`src/rtl/mpu_seq_pkg.sv`:
```
// Shared sizing defaults, FSM state encoding and job descriptor for the
// MPU row sequencer.
package mpu_seq_pkg;

    localparam int DATA_WIDTH_DEF         = 8;
    localparam int SPARSE_INDEX_WIDTH_DEF = 4;
    localparam int ADDR_WIDTH_DEF         = 10;
    localparam int DIM_WIDTH_DEF          = 8;
    localparam int TIMEOUT_CYCLES_DEF     = 256;

    typedef enum logic [1:0] {
        ST_IDLE   = 2'd0,
        ST_STREAM = 2'd1,
        ST_WAIT   = 2'd2,
        ST_RESULT = 2'd3
    } seq_state_e;

    // Per-job fields the FSM needs after acceptance; the base addresses
    // live in the address generator.
    typedef struct packed {
        logic [DIM_WIDTH_DEF-1:0] rows;
        logic [DIM_WIDTH_DEF-1:0] depth;
        logic                     mode;
    } job_desc_t;

endpackage

```
`src/rtl/mpu_seq_addr_gen.sv`:
```
// Row and reduction-index counters plus activation/weight address generation.
// All address arithmetic wraps silently at 2^ADDR_WIDTH.
module mpu_seq_addr_gen
    import mpu_seq_pkg::*;
#(
    parameter int ADDR_WIDTH         = ADDR_WIDTH_DEF,
    parameter int DIM_WIDTH          = DIM_WIDTH_DEF,
    parameter int SPARSE_INDEX_WIDTH = SPARSE_INDEX_WIDTH_DEF
) (
    input  logic                          clk_i,
    input  logic                          rst_ni,
    input  logic                          load_i,
    input  logic                          k_adv_i,
    input  logic                          row_adv_i,
    input  logic [ADDR_WIDTH-1:0]         act_base_i,
    input  logic [ADDR_WIDTH-1:0]         wgt_base_i,
    input  logic [DIM_WIDTH-1:0]          rows_i,
    input  logic [DIM_WIDTH-1:0]          depth_i,
    output logic [ADDR_WIDTH-1:0]         act_addr_o,
    output logic [ADDR_WIDTH-1:0]         wgt_addr_o,
    output logic [SPARSE_INDEX_WIDTH-1:0] sparse_o,
    output logic [DIM_WIDTH-1:0]          row_o,
    output logic                          k_last_o,
    output logic                          row_last_o
);

    logic [ADDR_WIDTH-1:0] row_base_q, row_base_d;
    logic [ADDR_WIDTH-1:0] wgt_base_q, wgt_base_d;
    logic [DIM_WIDTH-1:0]  k_q, k_d;
    logic [DIM_WIDTH-1:0]  row_q, row_d;

    // row_base tracks act_base + row*K incrementally, avoiding a multiplier.
    always_comb begin
        row_base_d = row_base_q;
        wgt_base_d = wgt_base_q;
        k_d        = k_q;
        row_d      = row_q;
        if (load_i) begin
            row_base_d = act_base_i;
            wgt_base_d = wgt_base_i;
            k_d        = '0;
            row_d      = '0;
        end else if (row_adv_i) begin
            row_base_d = row_base_q + ADDR_WIDTH'(depth_i);
            k_d        = '0;
            row_d      = row_q + DIM_WIDTH'(1);
        end else if (k_adv_i) begin
            k_d = k_q + DIM_WIDTH'(1);
        end
    end

    always_ff @(posedge clk_i) begin
        if (!rst_ni) begin
            row_base_q <= '0;
            wgt_base_q <= '0;
            k_q        <= '0;
            row_q      <= '0;
        end else begin
            row_base_q <= row_base_d;
            wgt_base_q <= wgt_base_d;
            k_q        <= k_d;
            row_q      <= row_d;
        end
    end

    assign act_addr_o = row_base_q + ADDR_WIDTH'(k_q);
    assign wgt_addr_o = wgt_base_q + ADDR_WIDTH'(k_q);
    assign sparse_o   = k_q[SPARSE_INDEX_WIDTH-1:0];
    assign row_o      = row_q;
    assign k_last_o   = (k_q == depth_i - DIM_WIDTH'(1));
    assign row_last_o = (row_q == rows_i - DIM_WIDTH'(1));

endmodule

```
`src/rtl/mpu_row_sequencer.sv`:
```
// Sequences a job through one MPU a row at a time: fetch K operand pairs,
// stream them as K start pulses, wait for done, hand back one row result.
module mpu_row_sequencer
    import mpu_seq_pkg::*;
#(
    parameter int DATA_WIDTH         = DATA_WIDTH_DEF,
    parameter int SPARSE_INDEX_WIDTH = SPARSE_INDEX_WIDTH_DEF,
    parameter int ADDR_WIDTH         = ADDR_WIDTH_DEF,
    parameter int DIM_WIDTH          = DIM_WIDTH_DEF,
    parameter int TIMEOUT_CYCLES     = TIMEOUT_CYCLES_DEF
) (
    input  logic                          clk,
    input  logic                          rst_n,
    input  logic                          cmd_valid,
    output logic                          cmd_ready,
    input  logic [DIM_WIDTH-1:0]          cmd_rows,
    input  logic [DIM_WIDTH-1:0]          cmd_depth,
    input  logic                          cmd_mode,
    input  logic [ADDR_WIDTH-1:0]         cmd_act_base,
    input  logic [ADDR_WIDTH-1:0]         cmd_wgt_base,
    output logic                          act_rd_en,
    output logic [ADDR_WIDTH-1:0]         act_rd_addr,
    input  logic [DATA_WIDTH-1:0]         act_rd_data,
    output logic                          wgt_rd_en,
    output logic [ADDR_WIDTH-1:0]         wgt_rd_addr,
    input  logic [DATA_WIDTH-1:0]         wgt_rd_data,
    output logic [DATA_WIDTH-1:0]         mpu_activation,
    output logic [DATA_WIDTH-1:0]         mpu_weight,
    output logic                          mpu_mode,
    output logic                          mpu_start,
    output logic [SPARSE_INDEX_WIDTH-1:0] mpu_sparse_index,
    input  logic [DATA_WIDTH-1:0]         mpu_result,
    input  logic                          mpu_done,
    output logic                          res_valid,
    input  logic                          res_ready,
    output logic [DATA_WIDTH-1:0]         res_data,
    output logic [DIM_WIDTH-1:0]          res_row,
    output logic                          busy,
    output logic                          error
);

    localparam int TMO_W = $clog2(TIMEOUT_CYCLES);

    // Handshakes (cmd_*, res_*): a transfer happens on a clk edge where valid
    // and ready are both high; the valid side holds its payload until then.

    seq_state_e                    state_q;
    job_desc_t                     desc_q;
    logic                          issue_q;
    logic                          start_q;
    logic [SPARSE_INDEX_WIDTH-1:0] sparse_q;
    logic [TMO_W-1:0]              tmo_q;
    logic                          error_q;
    logic [DATA_WIDTH-1:0]         res_data_q;
    logic [DIM_WIDTH-1:0]          res_row_q;

    logic                          load;
    logic                          rd_fire;
    logic                          res_fire;
    logic [ADDR_WIDTH-1:0]         act_addr;
    logic [ADDR_WIDTH-1:0]         wgt_addr;
    logic [SPARSE_INDEX_WIDTH-1:0] k_sparse;
    logic [DIM_WIDTH-1:0]          row;
    logic                          k_last;
    logic                          row_last;

    assign load     = (state_q == ST_IDLE) && cmd_valid;
    assign rd_fire  = (state_q == ST_STREAM) && issue_q;
    assign res_fire = (state_q == ST_RESULT) && res_ready;

    mpu_seq_addr_gen #(
        .ADDR_WIDTH         (ADDR_WIDTH),
        .DIM_WIDTH          (DIM_WIDTH),
        .SPARSE_INDEX_WIDTH (SPARSE_INDEX_WIDTH)
    ) u_addr_gen (
        .clk_i      (clk),
        .rst_ni     (rst_n),
        .load_i     (load),
        .k_adv_i    (rd_fire && !k_last),
        .row_adv_i  (res_fire),
        .act_base_i (cmd_act_base),
        .wgt_base_i (cmd_wgt_base),
        .rows_i     (desc_q.rows),
        .depth_i    (desc_q.depth),
        .act_addr_o (act_addr),
        .wgt_addr_o (wgt_addr),
        .sparse_o   (k_sparse),
        .row_o      (row),
        .k_last_o   (k_last),
        .row_last_o (row_last)
    );

    // STREAM spans K+1 cycles: K read strobes, then one tail cycle in which
    // the last start pulse (lagging its strobe by one) goes out.
    always_ff @(posedge clk) begin
        if (!rst_n) begin
            state_q    <= ST_IDLE;
            desc_q     <= '0;
            issue_q    <= 1'b0;
            start_q    <= 1'b0;
            sparse_q   <= '0;
            tmo_q      <= '0;
            error_q    <= 1'b0;
            res_data_q <= '0;
            res_row_q  <= '0;
        end else begin
            start_q  <= rd_fire;
            sparse_q <= rd_fire ? k_sparse : '0;
            case (state_q)
                ST_IDLE: begin
                    if (cmd_valid) begin
                        desc_q.rows  <= cmd_rows;
                        desc_q.depth <= cmd_depth;
                        desc_q.mode  <= cmd_mode;
                        error_q      <= 1'b0;
                        if ((cmd_rows != '0) && (cmd_depth != '0)) begin
                            state_q <= ST_STREAM;
                            issue_q <= 1'b1;
                        end
                    end
                end
                ST_STREAM: begin
                    if (issue_q) begin
                        if (k_last) issue_q <= 1'b0;
                    end else begin
                        state_q <= ST_WAIT;
                        tmo_q   <= '0;
                    end
                end
                ST_WAIT: begin
                    if (mpu_done) begin
                        res_data_q <= mpu_result;
                        res_row_q  <= row;
                        state_q    <= ST_RESULT;
                    end else if (tmo_q == TMO_W'(TIMEOUT_CYCLES - 1)) begin
                        error_q <= 1'b1;
                        state_q <= ST_IDLE;
                    end else begin
                        tmo_q <= tmo_q + TMO_W'(1);
                    end
                end
                ST_RESULT: begin
                    if (res_ready) begin
                        if (row_last) begin
                            state_q <= ST_IDLE;
                        end else begin
                            state_q <= ST_STREAM;
                            issue_q <= 1'b1;
                        end
                    end
                end
                default: state_q <= ST_IDLE;
            endcase
        end
    end

    assign cmd_ready        = (state_q == ST_IDLE);
    assign busy             = (state_q != ST_IDLE);
    assign act_rd_en        = rd_fire;
    assign wgt_rd_en        = rd_fire;
    assign act_rd_addr      = rd_fire ? act_addr : '0;
    assign wgt_rd_addr      = rd_fire ? wgt_addr : '0;
    assign mpu_start        = start_q;
    assign mpu_activation   = start_q ? act_rd_data : '0;
    assign mpu_weight       = start_q ? wgt_rd_data : '0;
    assign mpu_sparse_index = sparse_q;
    assign mpu_mode         = busy && desc_q.mode;
    assign res_valid        = (state_q == ST_RESULT);
    assign res_data         = res_data_q;
    assign res_row          = res_row_q;
    assign error            = error_q;

endmodule

```
`config.mk`:
```
export PLATFORM = sky130hd
export DESIGN_NAME = mpu_row_sequencer
export DESIGN_NICKNAME = d
export VERILOG_FILES = /design/src/rtl/mpu_seq_pkg.sv /design/src/rtl/mpu_seq_addr_gen.sv /design/src/rtl/mpu_row_sequencer.sv
export SDC_FILE = /design/constraint.sdc
export NUM_CORES = 1
export LEC_CHECK = 0
export CORE_MARGIN = 2
export CORE_UTILIZATION = 59
export DETAILED_ROUTE_END_ITERATION = 12
export DONT_BUFFER_PORTS = 1
export PLACE_DENSITY_LB_ADDON = 0.15
export SYNTH_ARGS = -nofsm -noshare
export SYNTH_HDL_FRONTEND = slang
export SYNTH_SLANG_ARGS = --single-unit
```
`constraint.sdc`:
```
create_clock -name clk -period 8.3 [get_ports clk]
set_input_delay 1.66 -clock clk [delete_from_list [all_inputs] [get_ports clk]]
set_output_delay 1.66 -clock clk [all_outputs]
set_load 0.01 [all_outputs]
```
== Word level (Yosys, flattened, before mapping) ==
Cells that the tools add are included.

* Memories: 0
* Input port bits: 66
* ROM bits: 0
* Bits in registers: 86
* Word-level logic and storage cells: 92
* Bits in latches: 0
* RAM bits: 0

* Add/subtract/negate cells: 8
* Equality and inequality tests: 15
* Bitwise logic cells: 1
* $mul: 0
* Multiplexer cells: 29
* Div/mod/pow operators: 0
* Reductions and logical operators: 24
* Order comparisons: 0
* Shifts and indexed selects: 0

{| class="wikitable"
|+ Operators with widths
! cell !! count
|-
| $mux 10 || 4
|-
| $mux 8 || 5
|-
| $add 10x8->10 || 3
|-
| $add 8x1->8 const B || 3
|-
| $eq 8x8->1 || 2
|-
| $pmux 8 s2 || 1
|-
| $reduce_bool 8->1 || 2
|-
| $sub 8x1->8 const B || 2
|-
| $mux 2 || 6
|-
| $ne 2x2->1 const B || 6
|-
| $mux 1 || 10
|-
| $reduce_and 5->1 || 2
|-
| $eq 8x8->1 const B || 1
|-
| $pmux 2 s4 || 1
|-
| $reduce_and 4->1 || 2
|-
| $reduce_bool 2->1 || 4
|-
| $logic_and 1x1->1 || 6
|-
| $reduce_and 2->1 || 3
|-
| $eq 2x2->1 const B || 2
|-
| $ne 2x1->1 const B || 2
|-
| $ne 3x3->1 const B || 1
|-
| $pmux 1 s3 || 1
|-
| $reduce_bool 3->1 || 1
|-
| $reduce_or 3->1 || 1
|-
| other kinds (6) || 6
|}

== Longest topological paths before layout ==
* Word-level depth: 5
* Depth in mapped cells: 9

== Hierarchy ==
From an unflattened synthesis, not the netlist that was laid out.

* Cell total of the unflattened synthesis: 679
* Area, all modules: 5459.0 um2

{| class="wikitable"
|+ Modules (own cells, without submodules)
! module !! area each (um2) !! times used !! cells each
|-
| mpu_seq_addr_gen || 3119.2 || 1 || 391
|-
| mpu_row_sequencer || 2339.7 || 1 || 288
|}

== Worst setup path after synthesis ==
Ideal clock, no wire load.

* Path kind: reg-to-output
* From: register u_addr_gen.k_q[0]
* To: output wgt_rd_addr[8]
* Data arrival time: 2310 ps
* Path buffers: 0
* Path slack: 4330 ps
* Stages on the path, launching flop included: 9
* Path through: dfxtp_1 ha_1 fa_1 a21o_1 a21oi_1 o21bai_1 a2111oi_0 nor3_1 nor3b_1

* Word-level cells in the longest chain between the ends: 2

{| class="wikitable"
|+ RTL lines
! element !! RTL line !! RTL
|-
| start, declared || mpu_seq_addr_gen.sv:29 || <nowiki>logic [DIM_WIDTH-1:0] k_q, k_d;</nowiki>
|-
| start signal, assigned || mpu_seq_addr_gen.sv:61 || <nowiki>k_q <= k_d;</nowiki>
|-
| $add 10x8->10 || mpu_seq_addr_gen.sv:67 || <nowiki>assign wgt_addr_o = wgt_base_q + ADDR_WIDTH'(k_q);</nowiki>
|-
| $mux 10 || mpu_row_sequencer.sv:162 || <nowiki>assign wgt_rd_addr = rd_fire ? wgt_addr : '0;</nowiki>
|-
| end, declared || mpu_row_sequencer.sv:25 || <nowiki>output logic [ADDR_WIDTH-1:0] wgt_rd_addr,</nowiki>
|}

Every way passes these cells.

== Worst setup path after layout ==
Ends and elaborated chain as after synthesis.

==> impl_metrics.csv <==
group,metric,value,unit
logic_synthesis,synth_common_cells,"nand2_1 (125), dfxtp_1 (86), a21oi_1 (52), nor2_1 (47), a21boi_0 (31)",
setup_path,worst_r2r_startpoint,"state_q[0]",
floorplanning,core.rowCount,34,
setup_path,slowest_delay,530,ps
setup_path,reg2reg_to,"u_addr_gen.k_q[5]",
timing,setup_tns,0,ps
floorplanning,core_area,8678,µm²
setup_path,timing.critical_path.buf_inv,0,
clocking,cts_sinks,86,
logic_synthesis,synth_area_leaders,"dfxtp_1 (33%), nand2_1 (9.0%), ha_1 (6.9%)",
grt,grt_pass1_wl,21210,µm
logic_synthesis,ys_seq_area_share,32.86,%
routing,dr.pass1.iters,5,
clocking,clock_path_buffers,2,
clocking,post_cts_resized,0,
clocking,tritoncts,"yes",
routing,ant_nets,0,
floorplanning,io_pins,130,
logic_synthesis,synth-seq-cells,86,
power_and_ir_drop,p_per_area,227.5,nW/µm²
timing,fin_crit_sh,55.29,%
routing,postRouteWirelength,12770,µm
timing,skew,12.03,ps
power_and_ir_drop,internal_power,757.7,µW
timing,min_period,4589,ps
power_and_ir_drop,p_leak,0.002172,µW
timing,fmax,0.2179,GHz
setup_path,cp.arrival,2930,ps
power_and_ir_drop,vdd_ir_drop_max,199.7,µV
floorplanning,dieHeight,98.23,µm
clocking,clkLatencyLatePin,370,ps
logic_synthesis,synth_most_common_cell,"nand2_1",
grt,grt_pass1_vias,4474,
run,maxCapViolations,0,
floorplanning,fp.dieW,98.23,µm
routing,via_per_inst,6.097,
timing,setup_viol,0,
routing,vias,4664,
placed_design,place_ws,4090,ps
setup_path,critPathLaunchType,"flop",
setup_path,required,6640,ps
power_and_ir_drop,p_clk_share,24.7,%
final_layout,area_growth,4.514,%
timing,relSlewSlack,38.43,%
final_layout,antenna_cells,0,
setup_path,r2r_slack,5430,ps
placed_design,gp_congestion,0.8822,
routing,drc,0,
timing,maxSlewViolCount,0,
clocking,path_clk_slew,90,ps
routing,drt-initial-drc-count,223,
floorplanning,dieArea,9649,µm²
setup_path,crit_family,"compound AO/OA/AOI/OAI gates",
power_and_ir_drop,pwr-share-seq,42.6,%
clocking,post_cts_buffers,0,
logic_synthesis,async_reset_ff_share,0,%
final_layout,fill_cells,780,
grt,grt_overflow,0,
logic_synthesis,yosysTopAreaCell,"dfxtp_1",
final_layout,drive_above_1_share,4.566,%
clocking,htreeDepth,3,
power_and_ir_drop,power.switching,488.1,µW
setup_path,end_kind,"output port",
setup_path,path_cells,"ha_1 > fa_1 > a21o_1 > a21oi_1 > o21bai_1 > a2111oi_0 > nor3_1 > nor3b_1",
hold_path,hold_path.class,"reg2reg",
grt,antenna_found_initial,0,
hold_path,hold_depth,2,
logic_synthesis,synthCells,669,
setup_path,r2r_cells,6,
timing,setup_ws,3711,ps
timing,hold_viol_final,0,
final_layout,nNetsFinal,751,
logic_synthesis,synth_fp_nets,767,
placed_design,hpwlAfterDp,9324,µm
logic_synthesis,yosys_warnings,0,
logic_synthesis,synth.distinct_cells,58,
floorplanning,initial_core_util,60.37,%
logic_synthesis,synth_top_area_share,32.86,%
grt,track_usage,26.94,%
placed_design,io_buffers,0,
power_and_ir_drop,p_sw_share,39.18,%
logic_synthesis,synth_ff_type,"dfxtp_1",
routing,wl_per_cell,16.69,µm
logic_synthesis,synthesis.area,5239,µm²
setup_path,critPathMaxFanout,7,
clocking,cts_buffers,9,
setup_path,path_depth,8,
setup_path,crit_type,"reg2out",
logic_synthesis,avgSynthCellArea,7.831,µm²
run_status,outcome,"finished, final reports clean",
hold_path,hp-start,"desc_q[0]",
grt,grt_max_degree,57,
setup_path,cp_slowest_cell,"a2111oi_0",
timing,worst_pin_slew,919.5,ps
hold_path,min_to,"desc_q[0]",
logic_synthesis,synth_enable_flop_cells,0,
power_and_ir_drop,combPwrFrac,32.7,%
timing,rsz0062_at_grt,"no",
clocking,cts_hold_buf,0,
clocking,clock_tree.root_cell,"clkbuf_8",
## worst min-delay path: stages (launching register included)
cell	delay, ps
dfxtp_1	310
nand2_1	50
a21oi_1	60
## metrics by stage
stage	cells	cell area, µm²	utilization (%)	total power, µW	hold slack [ps]
3_3_place_gp	750	5280	60.84	927.8	440.1
5_1_grt	765	5475	63.09	1328	496.4
3_5_place_dp	750	5280	60.84	944.3	452.6
4_1_cts	765	5475	63.09	1246	465.3
6_report	765	5475	63.09	1246	463.1
2_1_floorplan	669	5239	-	855.3	431.8
## final cells by class
class                           count  area [µm²]  share of cell area [%]
Clock buffer                        9       123.9                   2.262
Clock inverter                      6       71.32                   1.303
Inverter                           17       63.81                   1.165
Multi-Input combinational cell    537        3344                   61.08
Sequential cell                    86        1722                   31.44
Tap cell                          108       135.1                   2.468
Timing Repair Buffer                2       15.01                  0.2742
## worst max-delay path by stage
stage / endpoint / from
4_1_cts: wgt_rd_addr[8] / u_addr_gen.k_q[0]
5_1_grt: wgt_rd_addr[8] / u_addr_gen.k_q[0]
3_5_place_dp: wgt_rd_addr[8] / u_addr_gen.k_q[0]
3_3_place_gp: wgt_rd_addr[8] / u_addr_gen.k_q[0]
6_report: wgt_rd_addr[8] / u_addr_gen.k_q[0]
2_1_floorplan: wgt_rd_addr[8] / u_addr_gen.k_q[0]
## power by group through the flow
stage | Combinational [µW] | Clock, µW | Sequential (µW)
after global placement | 392 | 0 | 536
after detailed placement | 405 | 0 | 539
after CTS | 406 | 310 | 529
after global routing | 462 | 327 | 540
final | 408 | 308 | 530
after floorplan | 348 | 0 | 508
## per-layer routing
layer / GRT usage, % / routed length [µm] / vias up
met2: 44.84 / 6130 / 160
met1: 33.99 / 5491 / 2169
met4: 11.38 / 333 / 0
met3: 5.655 / 814 / 26
met5: 0 / 0 / -
li1: - / - / 2309
## logic make-up (layout without fill, tap and decap cells)
group                      Yosys count  in the layout  share of synthesized area (%)
muxes                                6              6                          1.146
adders and majority gates           32             32                          8.073
xor gates and xnor gates            40             40                          6.687
DFF                                 86             86                          32.86
buffers and inverters               46             34                          3.391
and+or+nand+nor                    299            299                          27.68
AOI/OAI and AO/OA                  160            160                          20.16
## cell usage in the layout (no fill, tap or decap), types with 3 or more instances in the layout
master	n
nand2_1	125
dfxtp_1	86
a21oi_1	52
nor2_1	47
a21boi_0	31
ha_1	29
and2_1	25
o21ai_0	23
xnor2_1	20
xor2_1	20
nand3_1	20
inv_1	17
nor3_1	13
or3_1	10
nor2b_1	10
and3_1	9
clkbuf_8	9
a21o_1	8
or4_1	8
o211ai_1	8
nor3b_1	6
mux2i_1	6
nand4_1	6
o211a_1	6
or2_2	4
o21bai_1	4
o21a_1	4
or3_2	3
nor4_1	3
fa_1	3
## registers in the layout, summed over array words and instances (netlist names)
name and cells:
desc_q 17, error 1, issue_q 1, mpu_sparse_index 4, mpu_start 1, res_data 8
res_row 8, state_q 2, tmo_q 8, u_addr_gen.k_q 8, u_addr_gen.row_base_q 10, u_addr_gen.row_o 8
u_addr_gen.wgt_base_q 10
(Power assumes the default switching activity.)
